[config.mk]
export PLATFORM = sky130hd
export DESIGN_NAME = hub75_scan_scheduler
export DESIGN_NICKNAME = d
export VERILOG_FILES = /design/src/rtl/hub75_scan_scheduler.sv
export SDC_FILE = /design/constraint.sdc
export NUM_CORES = 1
export LEC_CHECK = 0
export ABC_AREA = 1
export BUFFER_PORTS_ARGS = -buffer_cell sky130_fd_sc_hd__buf_2
export CAP_MARGIN = 0
export CELL_PAD_IN_SITES_DETAIL_PLACEMENT = 0
export CELL_PAD_IN_SITES_GLOBAL_PLACEMENT = 2
export CORE_ASPECT_RATIO = 0.75
export CORE_UTILIZATION = 33
export CTS_CLUSTER_SIZE = 20
export DETAILED_ROUTE_END_ITERATION = 6
export PLACE_DENSITY = 0.76
export REMOVE_ABC_BUFFERS = 1
export SLEW_MARGIN = 20
export SYNTH_ARGS = -nofsm -noshare
export SYNTH_HDL_FRONTEND = slang
export SYNTH_SLANG_ARGS = --single-unit
[constraint.sdc]
create_clock -name clk_in -period 1.7 [get_ports clk_in]
set_input_delay 0.255 -clock clk_in [delete_from_list [all_inputs] [get_ports clk_in]]
set_output_delay 0.255 -clock clk_in [all_outputs]
set_load 0.01 [all_outputs]
[src/rtl/hub75_scan_scheduler.sv]
// HUB75 refresh sequencer: walks row address and bit-plane, requests each row shift, then
// blanks, latches and lights the row for a binary-weighted (BCM) on-time.
module hub75_scan_scheduler #(
  parameter int SCAN_RATE      = 32,
  parameter int NUM_BITPLANES  = 3,
  parameter int BASE_ON_CYCLES = 64,
  parameter int BLANK_CYCLES   = 4,
  localparam int ROW_W   = (SCAN_RATE > 1) ? $clog2(SCAN_RATE) : 1,
  localparam int PLANE_W = (NUM_BITPLANES > 1) ? $clog2(NUM_BITPLANES) : 1
) (
  input  logic               clk_in,
  input  logic               rst_in,
  input  logic               enable,
  input  logic               shift_done,
  output logic [ROW_W-1:0]   row_addr,
  output logic [PLANE_W-1:0] bitplane,
  output logic               shift_req,
  output logic               latch,
  output logic               oe_n,
  output logic               frame_done,
  output logic               busy
);

  localparam int DISP_W  = $clog2(BASE_ON_CYCLES << (NUM_BITPLANES - 1)) + 1;
  localparam int BLANK_W = $clog2(BLANK_CYCLES) + 1;
  localparam int CNT_W   = (DISP_W > BLANK_W) ? DISP_W : BLANK_W;

  localparam logic [2:0] S_IDLE    = 3'd0;
  localparam logic [2:0] S_SHIFT   = 3'd1;
  localparam logic [2:0] S_BLANK   = 3'd2;
  localparam logic [2:0] S_LATCH   = 3'd3;
  localparam logic [2:0] S_DISPLAY = 3'd4;

  localparam logic [ROW_W-1:0]   LAST_ROW   = ROW_W'(SCAN_RATE - 1);
  localparam logic [PLANE_W-1:0] LAST_PLANE = PLANE_W'(NUM_BITPLANES - 1);
  localparam logic [CNT_W-1:0]   BLANK_LAST = CNT_W'(BLANK_CYCLES - 1);

  logic [2:0]       state;
  logic [CNT_W-1:0] cnt;
  logic [CNT_W-1:0] on_last;

  // Last count value of the lit phase for the current plane (BCM weight minus one).
  assign on_last = (CNT_W'(BASE_ON_CYCLES) << bitplane) - 1'b1;

  // DISPLAY has two phases told apart by oe_n: the lit run, then a single dark
  // cycle in which row/plane advance and frame_done pulses at the end of a frame.
  always_ff @(posedge clk_in or posedge rst_in) begin
    if (rst_in) begin
      state      <= S_IDLE;
      cnt        <= '0;
      row_addr   <= '0;
      bitplane   <= '0;
      shift_req  <= 1'b0;
      latch      <= 1'b0;
      oe_n       <= 1'b1;
      frame_done <= 1'b0;
      busy       <= 1'b0;
    end else begin
      frame_done <= 1'b0;
      case (state)
        S_IDLE: begin
          if (enable) begin
            state     <= S_SHIFT;
            shift_req <= 1'b1;
            busy      <= 1'b1;
            row_addr  <= '0;
            bitplane  <= '0;
          end
        end
        S_SHIFT: begin
          if (shift_done) begin
            state     <= S_BLANK;
            shift_req <= 1'b0;
            cnt       <= '0;
          end
        end
        S_BLANK: begin
          if (cnt == BLANK_LAST) begin
            state <= S_LATCH;
            latch <= 1'b1;
            cnt   <= '0;
          end else begin
            cnt <= cnt + 1'b1;
          end
        end
        S_LATCH: begin
          state <= S_DISPLAY;
          latch <= 1'b0;
          oe_n  <= 1'b0;
          cnt   <= '0;
        end
        S_DISPLAY: begin
          if (!oe_n) begin
            if (cnt == on_last) begin
              oe_n <= 1'b1;
              cnt  <= '0;
              if (bitplane != LAST_PLANE) begin
                bitplane <= bitplane + 1'b1;
              end else begin
                bitplane <= '0;
                if (row_addr != LAST_ROW) begin
                  row_addr <= row_addr + 1'b1;
                end else begin
                  row_addr   <= '0;
                  frame_done <= 1'b1;
                end
              end
            end else begin
              cnt <= cnt + 1'b1;
            end
          end else if (frame_done && !enable) begin
            state <= S_IDLE;
            busy  <= 1'b0;
          end else begin
            state     <= S_SHIFT;
            shift_req <= 1'b1;
          end
        end
        default: begin
          state     <= S_IDLE;
          cnt       <= '0;
          shift_req <= 1'b0;
          latch     <= 1'b0;
          oe_n      <= 1'b1;
          busy      <= 1'b0;
        end
      endcase
    end
  end

endmodule

==> flow_summary.ini <==
[die]
rows = 21
core_area_um2 = 4470
die_h_um = 61.1
dieArea_um2 = 4940
io_pins = 16
start_util = 0.345
die_x_um = 80.9

[clock_network]
cts_hold_buffers = 0
clkLatencyLatePin_ns = 0.26
cts_buffers = 3
post_cts_buffers = 0
root_buffer = clkbuf_8
clock_path_buffers = 2
cts_sinks = 24
cts_tree = done
clk_pin_slew_ns = 0.09
h-tree-depth = 1

[logic_synthesis]
synthMuxAreaShare = 0
synth_top_family_by_area = simple AND/OR/NAND/NOR gates
ys_types = 30
synth_warnings = 0
syn-cell-area_um2 = 1540
synth.area.top_cells = dfrtp_1, nand2_1, inv_1
ys_seq_elements = 24
synth.largest_area_cell = dfrtp_1
synthAdderAreaFrac = 0.0244
synth_compound_area_frac = 0.113
syn_avg_cell_area_um2 = 7.29
synthSimpleGateAreaFrac = 0.345
netlist_instances = 211
synth_top_area_frac = 0.374
yosysSeqAreaShare = 0.391
synth_xor_area_frac = 0.0228

[worst_setup_path]
cp_max_fo = 4
cp.required_ns = 1.86
max_stage_delay_ns = 0.41
cpMostUsedCell = nand2_1
path_delay_family = simple AND/OR/NAND/NOR gates
startpoint_type = flip-flop
end_kind = flip-flop
worstPathCellList = ha_2 -> nand2_1 -> nor2_4 -> nand2_2 -> o21bai_4 -> nand2_1 -> nand3_1 -> nand2_1
cp.arrival_ns = 1.72
worst_path_max_delay_cell = dfrtp_1
criticalPathCategory = reg2reg
crit_buf_inv = 0

[sta]
finalCriticalPeriod_ns = 1.56
final.setup.tns_ns = 0
worst_pin_slew_ns = 0.337
clock_skew_ns = 0.00136
hold_violations = 0
maxSlewHeadroom = 0.775
maxSlewViolCount = 0
max_freq_mhz = 642
min_period_over_period = 0.917
grt_setup_unrepaired = false
finalSetupViolCount = 0

[global_route]
grt_util_met2 = 0.242
grt-ovfl-total = 0
antenna_found_initial = 0
grt_start_max_net_pins = 25
grt_pass1_vias = 1261
grt_use_met3 = 0.0356
top_usage_layer = met2
gr-usage-met1 = 0.227
grt_pass1_wl_um = 5830
grt_use_total = 0.156

[finish]
area_delta_synth_final_pct = 12.9
diodes = 0
final_cells = 286
drive_above_1_share = 0.201
final_common_cell = nand2_1
final_cell_mix = nand2_1, inv_1, dfrtp_1
nNetsFinal = 237

[flow_run]
maxCapViolCount = 0

[placed_design]
gp_congestion = 0.794
io_buffers = 15
place_inst = 282
dpl.hpwl_um = 2650

[routing]
drtAntennaViolNets = 0
num_vias = 1345
dr.pass1.iters = 4
vias_per_cell = 4.70
post_drt_wl_per_cell_um = 12.1
drc = 0
dr.first_iter.drc_count = 90
drt_wl_total_um = 3460

[power]
ir_drop_mv = 0.356
p_switching_w = 0.000202
switching_share = 0.214
seq_power_share = 0.604
power_frac_comb = 0.020
clkPwrFrac = 0.375
internal_power_w = 0.000742
power_density_nw_per_um2 = 543
p_leak_nw = 0.869

[worst_hold_path]
hp-class = in2async

[status]
outcome = finished clean
-- path summary, 6_finish.rpt --
kind	from	endpoint	slack (ns)	cells after the start
min in group clk_in	shift_done	state[0]	0.35	4
max in group asynchronous	rst_in	oe_n	1.37	3
hold reg to reg	shift_req	shift_req	0.49	2
setup / recovery	cnt[0]	cnt[0]	0.14	8
setup reg to reg	cnt[0]	cnt[0]	0.14	8
hold / removal	rst_in	cnt[8]	0.03	3
-- tightest hold or removal path, cell delays in order --
cell	delay, ns
buf_2	0.10
inv_1	0.04
buf_4	0.31
-- final cells by class --
class | count | area, µm²
clock buffer | 4 | 45.0
multi-input combinational | 148 | 790
fill | 487 | 2730
inverter | 35 | 131
tap | 57 | 71.3
sequential | 24 | 603
timing repair buffer | 18 | 97.6
-- logic make-up after synthesis --
logic type | count (synthesis)
xor+xnor | 4
simple gates | 112
fa+ha+maj | 3
compound gates | 29
buf+inv | 39
flops | 24
-- power groups by stage --
stage | registers (W) | logic (W) | clock network, W
2_1_floorplan | 0.000582 | 0.0000100 | 0
3_3_place_gp | 0.000582 | 0.0000192 | 0
3_5_place_dp | 0.000582 | 0.0000202 | 0
4_1_cts | 0.000570 | 0.0000204 | 0.000371
5_1_grt | 0.000571 | 0.0000225 | 0.000392
6_report | 0.000570 | 0.0000192 | 0.000354
-- registers in the layout, summed over array words and instances, names as in the netlist --
| name | flops |
|---|---|
| shift_req | 1 |
| bitplane | 2 |
| state | 3 |
| latch | 1 |
| busy | 1 |
| frame_done | 1 |
| oe_n | 1 |
| cnt | 9 |
| row_addr | 5 |
-- repair_timing --
action / CTS / global route
resized for setup: 0 / 4
endpoints found under the setup margin: 0 / 12
hold endpoints to repair: 0 / 0
-- layer usage --
layer,vias to the layer above,share of wire
li1,706,-
met1,611,0.53
met2,26,0.43
met3,2,0.032
met4,0,0.0064
met5,-,0
-- cells in the mapped netlist, drive strengths merged --
cell	instances
a21oi	4
a22oi	1
buf	3
clkbuf	1
dfrtp	23
dfstp	1
ha	3
inv	35
nand2	61
nand3	23
nand4	3
nor2	23
nor3	1
nor4	1
o211ai	1
o21ai	21
o21bai	2
xnor2	1
xor2	3
-- stage by stage --
step / setup WS, ns / area, µm² / util / total power, W / hold WS, ns
floorplan: 0.278 / 1510 / - / 0.000592 / 0.269
global placement: 0.104 / 1680 / 0.376 / 0.000601 / 0.319
detailed placement: 0.0606 / 1680 / 0.376 / 0.000602 / 0.338
CTS: 0.0504 / 1720 / 0.386 / 0.000962 / 0.0438
global route: 0.00903 / 1740 / 0.389 / 0.000985 / 0.0527
finish: 0.141 / 1740 / 0.389 / 0.000944 / 0.0349
Note: power is estimated with default switching activity, not from simulation.
